### src/rtl/bus_master_if_pkg.sv
// Shared definitions for the CPU-side bus initiator: FSM encoding, bus widths,
// the default read data returned on timeout, and the counter width helper.
package bus_master_if_pkg;

    localparam int WB_ADDR_W = 32;
    localparam int WB_DATA_W = 32;

    localparam logic [WB_DATA_W-1:0] BM_ERR_DATA_DEFAULT = 32'h0000_0000;

    typedef enum logic [1:0] {
        BM_IDLE = 2'd0,
        BM_BUSY = 2'd1,
        BM_DONE = 2'd2
    } bm_state_e;

    // Width of a counter able to hold 0..timeout-1, never narrower than one bit.
    function automatic int bm_cnt_width(input int timeout);
        int w;
        w = $clog2(timeout);
        if (w < 1) begin
            w = 1;
        end
        return w;
    endfunction

endpackage

### src/rtl/bus_master_if_timeout_counter.sv
// Counts BUSY cycles without ack; expired flags the last permitted cycle so
// the FSM can abandon the transfer without the counter ever wrapping.
module bm_timeout_counter
    import bus_master_if_pkg::*;
#(
    parameter int TIMEOUT = 16
) (
    input  logic clk,
    input  logic rst,
    input  logic clear,
    input  logic enable,
    output logic expired
);

    localparam int CNT_W = bm_cnt_width(TIMEOUT);
    localparam logic [CNT_W-1:0] LAST = CNT_W'(TIMEOUT - 1);

    logic [CNT_W-1:0] count_reg;
    logic [CNT_W-1:0] count_next;

    assign expired = (count_reg == LAST);

    always_comb begin
        count_next = count_reg;
        if (clear) begin
            count_next = '0;
        end else if (enable && !expired) begin
            count_next = count_reg + 1'b1;
        end
    end

    always_ff @(posedge clk) begin
        if (!rst) begin
            count_reg <= '0;
        end else begin
            count_reg <= count_next;
        end
    end

endmodule

### src/rtl/bus_master_if.sv
// Turns one MEM-stage load/store into a single bus transfer, stalling the
// pipeline until the responder acks or the timeout expires.
module bus_master_if
    import bus_master_if_pkg::*;
#(
    parameter int                    TIMEOUT  = 16,
    parameter logic [WB_DATA_W-1:0]  ERR_DATA = BM_ERR_DATA_DEFAULT
) (
    input  logic                 clk,
    input  logic                 rst,
    input  logic                 cpu_ce_i,
    input  logic                 cpu_we_i,
    input  logic [WB_ADDR_W-1:0] cpu_addr_i,
    input  logic [WB_DATA_W-1:0] cpu_data_i,
    input  logic                 flush_i,
    output logic [WB_DATA_W-1:0] cpu_data_o,
    output logic                 cpu_stall_o,
    output logic                 cpu_err_o,
    output logic [WB_ADDR_W-1:0] bus_addr_o,
    output logic [WB_DATA_W-1:0] bus_data_o,
    input  logic [WB_DATA_W-1:0] bus_data_i,
    output logic                 bus_select_o,
    output logic                 bus_we_o,
    input  logic                 bus_ack_i
);

    bm_state_e            state_reg, state_next;
    logic [WB_ADDR_W-1:0] addr_reg, addr_next;
    logic [WB_DATA_W-1:0] wdata_reg, wdata_next;
    logic                 we_reg, we_next;
    logic [WB_DATA_W-1:0] rdata_reg, rdata_next;
    logic                 err_reg, err_next;

    logic cnt_clear;
    logic cnt_enable;
    logic cnt_expired;

    // Clearing outside BUSY guarantees a fresh count on every BUSY entry.
    assign cnt_clear  = (state_reg != BM_BUSY);
    assign cnt_enable = (state_reg == BM_BUSY) && !bus_ack_i;

    bm_timeout_counter #(
        .TIMEOUT (TIMEOUT)
    ) u_timeout (
        .clk     (clk),
        .rst     (rst),
        .clear   (cnt_clear),
        .enable  (cnt_enable),
        .expired (cnt_expired)
    );

    always_comb begin
        state_next = state_reg;
        addr_next  = addr_reg;
        wdata_next = wdata_reg;
        we_next    = we_reg;
        rdata_next = rdata_reg;
        err_next   = err_reg;

        case (state_reg)
            BM_IDLE: begin
                if (cpu_ce_i && !flush_i) begin
                    addr_next  = cpu_addr_i;
                    wdata_next = cpu_data_i;
                    we_next    = cpu_we_i;
                    state_next = BM_BUSY;
                end
            end
            BM_BUSY: begin
                // A flush lets the bus cycle finish but throws the result away.
                if (bus_ack_i) begin
                    if (flush_i) begin
                        state_next = BM_IDLE;
                    end else begin
                        rdata_next = we_reg ? '0 : bus_data_i;
                        err_next   = 1'b0;
                        state_next = BM_DONE;
                    end
                end else if (cnt_expired) begin
                    if (flush_i) begin
                        state_next = BM_IDLE;
                    end else begin
                        rdata_next = ERR_DATA;
                        err_next   = 1'b1;
                        state_next = BM_DONE;
                    end
                end
            end
            BM_DONE: begin
                state_next = BM_IDLE;
            end
            default: begin
                state_next = BM_IDLE;
            end
        endcase
    end

    always_ff @(posedge clk) begin
        if (!rst) begin
            state_reg <= BM_IDLE;
            addr_reg  <= '0;
            wdata_reg <= '0;
            we_reg    <= 1'b0;
            rdata_reg <= '0;
            err_reg   <= 1'b0;
        end else begin
            state_reg <= state_next;
            addr_reg  <= addr_next;
            wdata_reg <= wdata_next;
            we_reg    <= we_next;
            rdata_reg <= rdata_next;
            err_reg   <= err_next;
        end
    end

    assign cpu_stall_o  = ((state_reg == BM_IDLE) && cpu_ce_i && !flush_i)
                        || (state_reg == BM_BUSY);
    assign cpu_data_o   = rdata_reg;
    assign cpu_err_o    = (state_reg == BM_DONE) && err_reg;
    assign bus_addr_o   = addr_reg;
    assign bus_data_o   = wdata_reg;
    assign bus_we_o     = we_reg;
    assign bus_select_o = (state_reg == BM_BUSY);

endmodule

### config.mk
export PLATFORM = sky130hd
export DESIGN_NAME = bus_master_if
export DESIGN_NICKNAME = d
export VERILOG_FILES = /design/src/rtl/bus_master_if_pkg.sv /design/src/rtl/bus_master_if_timeout_counter.sv /design/src/rtl/bus_master_if.sv
export SDC_FILE = /design/constraint.sdc
export NUM_CORES = 1
export LEC_CHECK = 0
export BUFFER_PORTS_ARGS = -buffer_cell sky130_fd_sc_hd__clkbuf_2
export CORE_AREA = 2 2 97 99
export CTS_BUF_LIST = sky130_fd_sc_hd__clkbuf_16
export DETAILED_ROUTE_END_ITERATION = 12
export DIE_AREA = 0 0 99 101
export GPL_ROUTABILITY_DRIVEN = 0
export PLACE_DENSITY = 0.8
export SYNTH_ARGS = -nofsm -noshare
export SYNTH_HDL_FRONTEND = slang
export SYNTH_HIERARCHICAL = 1
export SYNTH_SLANG_ARGS = --single-unit
### constraint.sdc
create_clock -name clk -period 2.4 [get_ports clk]
set_input_delay 0.48 -clock clk [delete_from_list [all_inputs] [get_ports clk]]
set_output_delay 0.48 -clock clk [all_outputs]
set_load 0.02 [all_outputs]
==> results of run 1 <==
## Yosys cell counts
cell type | number | area [um^2]
and3b_1 | 1 | 8.760
o21a_1 | 1 | 7.510
nor3_4 | 1 | 16.27
nor3b_1 | 1 | 7.510
clkbuf_1 | 16 | 60.06
or2_0 | 1 | 6.260
nand3b_1 | 1 | 7.510
and3_1 | 1 | 6.260
buf_6 | 8 | 90.09
nor4_1 | 1 | 6.260
mux2i_1 | 32 | 320.3
o21ai_1 | 3 | 15.01
nand2_1 | 196 | 735.7
dfxtp_1 | 104 | 2082
a21oi_1 | 70 | 350.3
buf_2 | 9 | 45.04
inv_1 | 2 | 7.510
nor3_1 | 2 | 10.01
ha_1 | 1 | 12.51
or3_1 | 1 | 6.260
a211oi_1 | 1 | 7.510
nand4_1 | 1 | 6.260
nor2_1 | 3 | 11.26
nor4b_2 | 1 | 15.01
and4b_2 | 1 | 11.26
nand2b_1 | 2 | 12.51
or4b_1 | 1 | 10.01
buf_4 | 1 | 7.510
clkinv_1 | 1 | 3.750
## metal layers
metal | track usage, % | share of wire (%)
met1 | 20.32 | 41
met5 | 0 | 0
met2 | 35.71 | 51
met4 | 8.746 | 1.7
met3 | 5.270 | 7.2
## how the worst max path moves through the flow
stage                 start          end  cells after the start
4_1_cts        state_reg[1]  cpu_stall_o                      3
3_5_place_dp        flush_i  cpu_stall_o                      4
6_report       state_reg[1]  cpu_stall_o                      3
3_3_place_gp        flush_i  cpu_stall_o                      4
5_1_grt        state_reg[1]  cpu_stall_o                      3
2_1_floorplan       flush_i  cpu_stall_o                      4
## area by class of cell
type	count	area share [%]
Clock inverter	7	0.8926
Clock buffer	9	4.343
Sequential cell	104	40.14
Multi-Input combinational cell	323	30.83
Inverter	3	0.2171
Timing Repair Buffer	208	20.89
Tap cell	111	2.678
## kinds of logic after synthesis
kind of cell | share of synthesized area, %
AOI/OAI and AO/OA | 9.788
adders and majority gates | 0.3219
buffers and inverters | 5.506
DFF | 53.57
muxes | 8.242
and+or+nand+nor | 22.57
## per-stage QoR
stage	worst slack [ps]	cell area, um^2	hold WS, ps	util, %
2_1_floorplan	461.0	3886	467.1	-
3_3_place_gp	376.3	4915	440.0	54.75
3_5_place_dp	367.1	4915	445.8	54.75
4_1_cts	236.5	5186	348.7	57.77
5_1_grt	207.6	5186	356.6	57.77
6_report	252.1	5186	360.3	57.77
## placed cells by master, fill, tap and decap left out
master | Yosys | final
buf_4 | 1 | 5
and4b_2 | 1 | 1
nor3b_1 | 1 | 1
nor3_4 | 1 | 1
inv_1 | 2 | 2
or2_0 | 1 | 1
clkbuf_16 | 0 | 9
or4b_2 | 0 | 1
a211oi_1 | 1 | 1
inv_6 | 0 | 2
a21oi_1 | 70 | 70
dfxtp_1 | 104 | 104
nor4b_4 | 0 | 1
nor4_1 | 1 | 1
buf_12 | 0 | 2
and3_1 | 1 | 1
mux2i_1 | 32 | 32
nand2b_1 | 2 | 2
nor2_1 | 3 | 3
inv_2 | 0 | 1
clkinvlp_4 | 0 | 2
nand2_1 | 196 | 196
and3b_1 | 1 | 1
nand3b_1 | 1 | 1
ha_1 | 1 | 1
o21ai_1 | 3 | 3
o21a_1 | 1 | 1
nand4_1 | 1 | 1
clkbuf_2 | 0 | 201
clkinv_2 | 0 | 2
or3_1 | 1 | 1
clkinv_1 | 1 | 1
nor3_1 | 2 | 2
## critical path, delay by kind of cell (launching register included)
| kind | cells | cell delay (ps) |
|---|---|---|
| buffers and inverters | 1 | 180 |
| flip-flops | 1 | 370 |
| AND/OR/NAND/NOR | 2 | 790 |
## report_power, final
part,internal [W],total (W),switching (W)
sequential,0.00178,0.00182,0.0000320
clock,0.000703,0.00133,0.000626
combinational,0.000157,0.000405,0.000248
==> results.sh, run 1 <==
export IMPL_io_pins=202
export IMPL_die_w_um=99
export IMPL_wirelength_um=9732
export IMPL_area_growth_syn_to_layout_pct=33.45
export IMPL_grt_total_usage_pct=19.29
export IMPL_yosysSeqAreaShare_pct=53.57
export IMPL_skew_ps=7.351
export IMPL_worstHoldPathCells=3
export IMPL_critPathSlowestCell="or4b_2"
export IMPL_critPathCaptureType="output port"
export IMPL_fp_dieH_um=101
export IMPL_hp_class="in2reg"
export IMPL_fill_cells=807
export IMPL_syn_cell_area_mm2=0.003886
export IMPL_rows=35
export IMPL_coreArea_mm2=0.008977
export IMPL_status="completed"
export IMPL_slowest_delay_ps=700
export IMPL_drt_iter0_drc=116
export IMPL_grt_pass1_wl_um=15780
export IMPL_clockBufferDepth=2
export IMPL_syn_avg_cell_area_um2=8.375
export IMPL_synth_fp_nets=567
export IMPL_drt_first_pass_iters=5
export IMPL_worstSetupPathType="reg2out"
export IMPL_finalCriticalPeriod_ps=2148
export IMPL_post_cts_resized=0
export IMPL_fmax_ghz=0.4656
export IMPL_rsz0062_at_grt="false"
export IMPL_dp_cells=749
export IMPL_worst_slew_pin_slew_ps=661.5
export IMPL_drive_gt1_share_pct=34.86
export IMPL_die_area_mm2=0.009999
export IMPL_timing_final_max_slew_violations=0
export IMPL_port_buffers=201
export IMPL_synth_cell_types=29
export IMPL_drv_cap=0
export IMPL_grt_pass1_vias=3628
export IMPL_hpwl_um=7081
export IMPL_worst_ep_arrival_time_ps=1670
export IMPL_cts_hold_buf=0
export IMPL_clk_pin_slew_ps=70
export IMPL_cp_start_kind="flop"
export IMPL_final_nets=752
export IMPL_overflow=0
export IMPL_rrSetupSlack_ps=590
export IMPL_required_ps=1920
export IMPL_vias_per_cell=4.844
export IMPL_path_cells="or4b_2 > nand2_1 > clkbuf_2"
export IMPL_rr_startpoint="state_reg[1]"
export IMPL_period_share_pct=89.50
export IMPL_antenna_left=0
export IMPL_fin_cells=765
export IMPL_clock_latency_ps=330
export IMPL_wl_per_cell_um=12.72
export IMPL_multi_input_area_mm2=0.001599
export IMPL_min_to="bus_addr_o[11]"
export IMPL_cts_buffers=9
export IMPL_h_tree_depth=3
export IMPL_seq_area_mm2=0.002082
export IMPL_vias=3706
export IMPL_vdd_drop_max_mv=0.3103
export IMPL_initial_core_util_pct=43.29
export IMPL_power_static_leakage_nw=2.322
export IMPL_synth_seq_cells=104
export IMPL_slew_headroom_pct=55.90
export IMPL_post_cts_buffers=0
export IMPL_r2r_cells=4
export IMPL_antenna_found_initial=0
export IMPL_clkSinkCount=104
export IMPL_grt_max_degree=66
export IMPL_cts_tree="built"
export IMPL_min_from="cpu_addr_i[11]"
export IMPL_synth_warnings=6
export IMPL_power_density_mw_per_mm2=684.4
export IMPL_power_w=0.003549
export IMPL_clock_tree_root_cell="clkbuf_16"
export IMPL_fin_setup_tns_ps=0
export IMPL_setup_violations=0
export IMPL_finalHoldViolations=0
export IMPL_syn_inst=464
export IMPL_crit_fanout=5
export IMPL_worstReg2RegEnd="bus_data_o[17]"
export IMPL_antenna_cells=0
export IMPL_route_detailed_drc=0
No activity file was read; power rests on OpenSTA's default activity.
==> run 2, diff against run 1 <==
--- a/config.mk
+++ b/config.mk
@@ -6,12 +6,12 @@
 export NUM_CORES = 1
 export LEC_CHECK = 0
 export BUFFER_PORTS_ARGS = -buffer_cell sky130_fd_sc_hd__clkbuf_2
-export CORE_AREA = 2 2 97 99
+export CORE_AREA = 2 2 101 103
 export CTS_BUF_LIST = sky130_fd_sc_hd__clkbuf_16
 export DETAILED_ROUTE_END_ITERATION = 12
-export DIE_AREA = 0 0 99 101
+export DIE_AREA = 0 0 103 105
 export GPL_ROUTABILITY_DRIVEN = 0
-export PLACE_DENSITY = 0.8
+export PLACE_DENSITY = 0.78
 export SYNTH_ARGS = -nofsm -noshare
 export SYNTH_HDL_FRONTEND = slang
 export SYNTH_HIERARCHICAL = 1
==> constraint.sdc (replaced) <==
create_clock -name clk -period 1.8 [get_ports clk]
set_input_delay 0.36 -clock clk [delete_from_list [all_inputs] [get_ports clk]]
set_output_delay 0.36 -clock clk [all_outputs]
set_load 0.02 [all_outputs]
==> results.sh, run 2 (synthesis results as in run 1) <==
export IMPL_timing_final_max_slew_violations=0
export IMPL_power_w=0.004690
export IMPL_clkSinkCount=104
export IMPL_dp_cells=777
export IMPL_slew_headroom_pct=73.98
export IMPL_rsz0062_at_grt="false"
export IMPL_fill_cells=945
export IMPL_crit_fanout=2
export IMPL_clock_tree_root_cell="clkbuf_16"
export IMPL_cts_hold_buf=0
export IMPL_r2r_cells=6
export IMPL_fin_cells=793
export IMPL_die_area_mm2=0.01082
export IMPL_period_share_pct=96.59
export IMPL_rr_startpoint="u_timeout/count_reg[0]"
export IMPL_multi_input_area_mm2=0.001608
export IMPL_drt_first_pass_iters=4
export IMPL_vdd_drop_max_mv=0.5652
export IMPL_power_static_leakage_nw=2.364
export IMPL_finalHoldViolations=0
export IMPL_status="completed"
export IMPL_coreArea_mm2=0.009639
export IMPL_fmax_ghz=0.5752
export IMPL_wl_per_cell_um=12.60
export IMPL_vias_per_cell=4.728
export IMPL_route_detailed_drc=0
export IMPL_cts_buffers=9
export IMPL_grt_pass1_vias=3666
export IMPL_min_from="cpu_addr_i[4]"
export IMPL_required_ps=1440
export IMPL_port_buffers=201
export IMPL_clock_latency_ps=330
export IMPL_skew_ps=7.055
export IMPL_rows=36
export IMPL_wirelength_um=9991
export IMPL_vias=3749
export IMPL_min_to="bus_addr_o[4]"
export IMPL_die_w_um=103
export IMPL_clockBufferDepth=2
export IMPL_top_usage_layer="met2"
export IMPL_grt_max_degree=68
export IMPL_place_area_mm2=0.005000
export IMPL_grt_total_usage_pct=18.01
export IMPL_grt_use_met3_pct=4.682
export IMPL_fp_dieH_um=105
export IMPL_antenna_found_initial=0
export IMPL_grt_use_met1_pct=18.89
export IMPL_initial_core_util_pct=40.32
export IMPL_seq_area_mm2=0.002083
export IMPL_drt_iter0_drc=182
export IMPL_power_density_mw_per_mm2=887.7
export IMPL_layout_commonest_cell="clkbuf_2"
export IMPL_area_growth_syn_to_layout_pct=35.96
export IMPL_drv_cap=0
export IMPL_overflow=0
export IMPL_finalCriticalPeriod_ps=1739
export IMPL_critPathCaptureType="output port"
export IMPL_cp_start_kind="flop"
export IMPL_worst_ep_arrival_time_ps=1380
export IMPL_fin_setup_tns_ps=0
export IMPL_cts_tree="built"
export IMPL_timing_hold_ws_ps=244.6
export IMPL_rrSetupSlack_ps=180
export IMPL_antenna_left=0
export IMPL_h_tree_depth=3
export IMPL_worstReg2RegEnd="cpu_data_o[9]"
export IMPL_fin_area_mm2=0.005284
export IMPL_worst_slew_pin_slew_ps=390.4
export IMPL_final_nets=759
export IMPL_hp_class="in2reg"
export IMPL_hpwl_um=7359
export IMPL_setup_violations=0
export IMPL_drive_gt1_share_pct=35.61
export IMPL_grt_pass1_wl_um=15730
export IMPL_clk_pin_slew_ps=70
export IMPL_worstHoldPathCells=3
export IMPL_antenna_cells=0
export IMPL_io_pins=202
export IMPL_met2_usage_pct=32.75
export IMPL_worstSetupPathType="reg2out"
export IMPL_layout_common_cells="200 x clkbuf_2, 195 x nand2_1, 103 x dfxtp_1"
==> run 2: routing by layer <==
layer / vias up / share of wire, %
li1: 1882 / -
met2: 134 / 51
met5: - / 0
met3: 22 / 7.2
met1: 1711 / 40
met4: 0 / 2.3
==> run 2: how the worst max path moves through the flow <==
stage	from	end	slack [ps]
final	state_reg[0]	cpu_stall_o	60
after global routing	state_reg[0]	cpu_stall_o	10
after CTS	state_reg[0]	cpu_stall_o	7
after detailed placement	flush_i	cpu_stall_o	10
after global placement	flush_i	cpu_stall_o	30
after floorplan	state_reg[1]	cpu_stall_o	90
==> run 2: power by group <==
| group | internal (W) | switching (W) |
|---|---|---|
| Clock | 0.000913 | 0.000797 |
| Combinational | 0.000226 | 0.000337 |
| Sequential | 0.00238 | 0.0000392 |
| Total | 0.00352 | 0.00117 |
==> run 2: area by class of cell <==
type / instances / area share, %
inverter: 3 / 0.2131
timing repair buffer: 215 / 21.93
multi-input combinational: 323 / 30.43
clock buffer: 9 / 4.262
tap: 133 / 3.149
sequential: 104 / 39.43
clock inverter: 6 / 0.5920
==> run 2: through the flow <==
stage               util, %  worst slack [ps]
detailed placement    51.87             10.78
global placement      51.87             34.13
CTS                   54.76             6.635
finish                54.82             61.38
floorplan                 -             92.10
global route          54.82             10.39
==> run 2: worst max-delay path: stages (launching register included) <==
cell     delay (ps)
dfxtp_2         320
or4b_4          530
nand2_2          90
buf_8           110
==> run 2: repair_timing <==
action | CTS | global route
setup endpoints to repair | 1 | 4
pin swaps | 1 | 1
gates resized for setup | 4 | 3
setup buffers | 1 | 0
hold endpoints to repair | 0 | 0
==> run 3, diff against run 2 <==
--- a/config.mk
+++ b/config.mk
@@ -6,13 +6,12 @@
 export NUM_CORES = 1
 export LEC_CHECK = 0
 export BUFFER_PORTS_ARGS = -buffer_cell sky130_fd_sc_hd__clkbuf_2
-export CORE_AREA = 2 2 101 103
+export CORE_AREA = 2 2 99 101
 export CTS_BUF_LIST = sky130_fd_sc_hd__clkbuf_16
 export DETAILED_ROUTE_END_ITERATION = 12
-export DIE_AREA = 0 0 103 105
+export DIE_AREA = 0 0 101 103
 export GPL_ROUTABILITY_DRIVEN = 0
-export PLACE_DENSITY = 0.78
+export PLACE_DENSITY = 0.76
 export SYNTH_ARGS = -nofsm -noshare
 export SYNTH_HDL_FRONTEND = slang
-export SYNTH_HIERARCHICAL = 1
 export SYNTH_SLANG_ARGS = --single-unit
==> results.sh, run 3 <==
export IMPL_cts_buffers=9
export IMPL_worst_slew_pin_slew_ps=408.1
export IMPL_vias_per_cell=4.870
export IMPL_yosys_area_top_type="dfxtp_1"
export IMPL_io_pins=202
export IMPL_power_static_leakage_nw=2.324
export IMPL_synth_most_common_cell="nand2_1"
export IMPL_overflow=0
export IMPL_synth_seq_cells=104
export IMPL_route_detailed_drc=0
export IMPL_required_ps=1440
export IMPL_grt_max_degree=67
export IMPL_worstReg2RegEnd="bus_addr_o[19]"
export IMPL_grt_pass1_wl_um=14130
export IMPL_period_share_pct=97.45
export IMPL_initial_core_util_pct=37.29
export IMPL_hpwl_um=6694
export IMPL_drt_first_pass_iters=4
export IMPL_async_flop_share_pct=0
export IMPL_clk_pin_slew_ps=70
export IMPL_fin_setup_tns_ps=0
export IMPL_rows=36
export IMPL_clock_latency_ps=330
export IMPL_clkSinkCount=104
export IMPL_cp_start_kind="flop"
export IMPL_grt_pass1_vias=3147
export IMPL_fill_cells=877
export IMPL_finalCriticalPeriod_ps=1754
export IMPL_p_sw_share_pct=24.21
export IMPL_yosys_top_cells_area="dfxtp_1 59%, nand2_1 14%, a21oi_1 9.6%"
export IMPL_slew_headroom_pct=72.79
export IMPL_min_from="cpu_addr_i[27]"
export IMPL_critPathSlowestCell="or4b_4"
export IMPL_synth_edf_count=0
export IMPL_cts_hold_buf=0
export IMPL_r2r_cells=5
export IMPL_syn_inst=391
export IMPL_rr_startpoint="state_reg[0]"
export IMPL_skew_ps=8.145
export IMPL_worstHoldPathCells=3
export IMPL_crit_fanout=2
export IMPL_clock_tree_root_cell="clkbuf_16"
export IMPL_slowest_delay_ps=520
export IMPL_yosysSeqAreaShare_pct=59.03
export IMPL_synth_cell_types=25
export IMPL_min_to="bus_addr_o[27]"
export IMPL_p_comb_share_pct=11.3
export IMPL_finalHoldViolations=0
export IMPL_wirelength_um=9184
export IMPL_coreArea_mm2=0.009459
export IMPL_fmax_ghz=0.5701
export IMPL_postLayoutCoreUtil_pct=52.38
export IMPL_worst_ep_arrival_time_ps=1390
export IMPL_fp_dieH_um=103
export IMPL_synth_xor_area_share_pct=0.2483
export IMPL_critPathCaptureType="output port"
export IMPL_vdd_drop_max_mv=0.5830
export IMPL_p_seq_share_pct=50.1
export IMPL_h_tree_depth=3
export IMPL_antenna_found_initial=0
export IMPL_cp_num_buf_inv=1
export IMPL_hp_class="in2reg"
export IMPL_synth_common_cells="135 x nand2_1, 104 x dfxtp_1, 68 x a21oi_1, 32 x a22o_1, 13 x buf_2"
export IMPL_synth_top_cell_area_share_pct=59.03
export IMPL_power_internal_w=0.003671
export IMPL_antenna_cells=0
export IMPL_rrSetupSlack_ps=210
export IMPL_setup_ws_ps=45.95
export IMPL_p_switching_w=0.001173
export IMPL_synthSimpleGateAreaFrac_pct=16.85
export IMPL_synth_compound_area_share_pct=18.91
export IMPL_wl_per_cell_um=13.03
export IMPL_port_buffers=201
export IMPL_fin_cells=705
export IMPL_crit_family="simple AND/OR/NAND/NOR gates"
export IMPL_antenna_left=0
export IMPL_synth_ff_type="dfxtp_1"
export IMPL_synth_top_family_by_area="compound AO/OA/AOI/OAI gates"
export IMPL_vias=3433
export IMPL_synth_warnings=0
export IMPL_syn_avg_cell_area_um2=9.021
export IMPL_dp_cells=687
export IMPL_status="completed"
export IMPL_power_density_mw_per_mm2=977.6
export IMPL_synth_fa_ha_area_share_pct=0.3547
export IMPL_cts_tree="built"
export IMPL_area_growth_syn_to_layout_pct=40.48
export IMPL_clockBufferDepth=2
export IMPL_worstSetupPathType="reg2out"
export IMPL_final_nets=689
export IMPL_drive_gt1_share_pct=39.59
export IMPL_drv_cap=0
export IMPL_synth_fp_nets=494
export IMPL_rsz0062_at_grt="false"
export IMPL_setup_violations=0
export IMPL_layout_common_cells="200 x clkbuf_2, 134 x nand2_1, 102 x dfxtp_1"
export IMPL_syn_cell_area_mm2=0.003527
export IMPL_drt_iter0_drc=93
export IMPL_clkPwrFrac_pct=38.6
export IMPL_synth_mux_area_share_pct=0
export IMPL_layout_commonest_cell="clkbuf_2"
export IMPL_pre_cts_ws_ps=42.66
export IMPL_timing_final_max_slew_violations=0
export IMPL_die_w_um=101
export IMPL_die_area_mm2=0.01040
export IMPL_path_cells="or4b_4 > nand2_2 > buf_8"
export IMPL_grt_total_usage_pct=16.94
run 3: changes by cell type in the layout (fill, tap and decap cells not counted), sizes merged, moves of 2 or more:
cell / change
o21ai: -2
buf: -3
mux2i: -32
a21oi: -2
clkinvlp: -2
a22o: +32
nand2: -61
run 3: worst max-delay path by stage:
stage	from	end	slack, ps	cells past startpoint
after floorplan	flush_i	cpu_stall_o	160	4
after global placement	flush_i	cpu_stall_o	60	4
after detailed placement	flush_i	bus_addr_o[19]	40	5
after CTS	state_reg[0]	cpu_stall_o	20	3
after global routing	state_reg[0]	cpu_stall_o	8	3
final	state_reg[0]	cpu_stall_o	50	3
run 3: what timing repair did:
| item | 4_1_cts | 5_1_grt |
|---|---|---|
| resized for setup | 6 | 1 |
| pin swaps | 1 | 0 |
| buffers inserted | 2 | 0 |
| setup endpoints to repair | 1 | 1 |
run 3: cell type report:
| type | count | area (um^2) | area share (%) |
|---|---|---|---|
| flip-flops and latches | 104 | 2085 | 42.07 |
| multi-input cells | 256 | 1304 | 26.31 |
| repair buffers | 212 | 1124 | 22.68 |
| clock buffers | 9 | 225.2 | 4.545 |
| well taps | 114 | 142.6 | 2.879 |
| clock inverters | 7 | 63.81 | 1.288 |
| inverters | 3 | 11.26 | 0.2273 |
run 3: layer usage:
metal  GRT usage, %  part of all wire [%]  vias to the layer above
met3          5.153                   7.4                       11
li1               -                     -                     1708
met4          6.861                   1.3                        0
met5              0                     0                        -
met1          18.51                    40                     1585
met2          30.72                    52                      129
run 3: power by group through the flow:
stage,sequential (W),combinational [W],clock (W)
after floorplan,0.00258,0.000199,0
after global placement,0.00248,0.000523,0
after detailed placement,0.00248,0.000538,0
after CTS,0.00243,0.000549,0.00194
after global routing,0.00244,0.000598,0.00204
final,0.00243,0.000546,0.00187
run 3: per-stage QoR:
step           hold WS, ps  power [W]  instance area, um^2
6_report             240.9   0.004844                 4955
5_1_grt              229.0   0.005075                 4955
4_1_cts              228.2   0.004919                 4954
3_5_place_dp         447.2   0.003019                 4632
3_3_place_gp         441.1   0.003001                 4632
2_1_floorplan        439.3   0.002774                 3527
run 3: kinds of logic after synthesis:
group	count (synthesis)
AO/OA/AOI/OAI	106
XOR/XNOR	1
adder cells (fa/ha/maj)	1
buffers and inverters	31
flip-flops	104
AND/OR/NAND/NOR	148
run 3: worst min-delay path, cell delays in order:
cell and delay [ps]:
clkbuf_2 80, nand2_1 50, a21oi_1 50
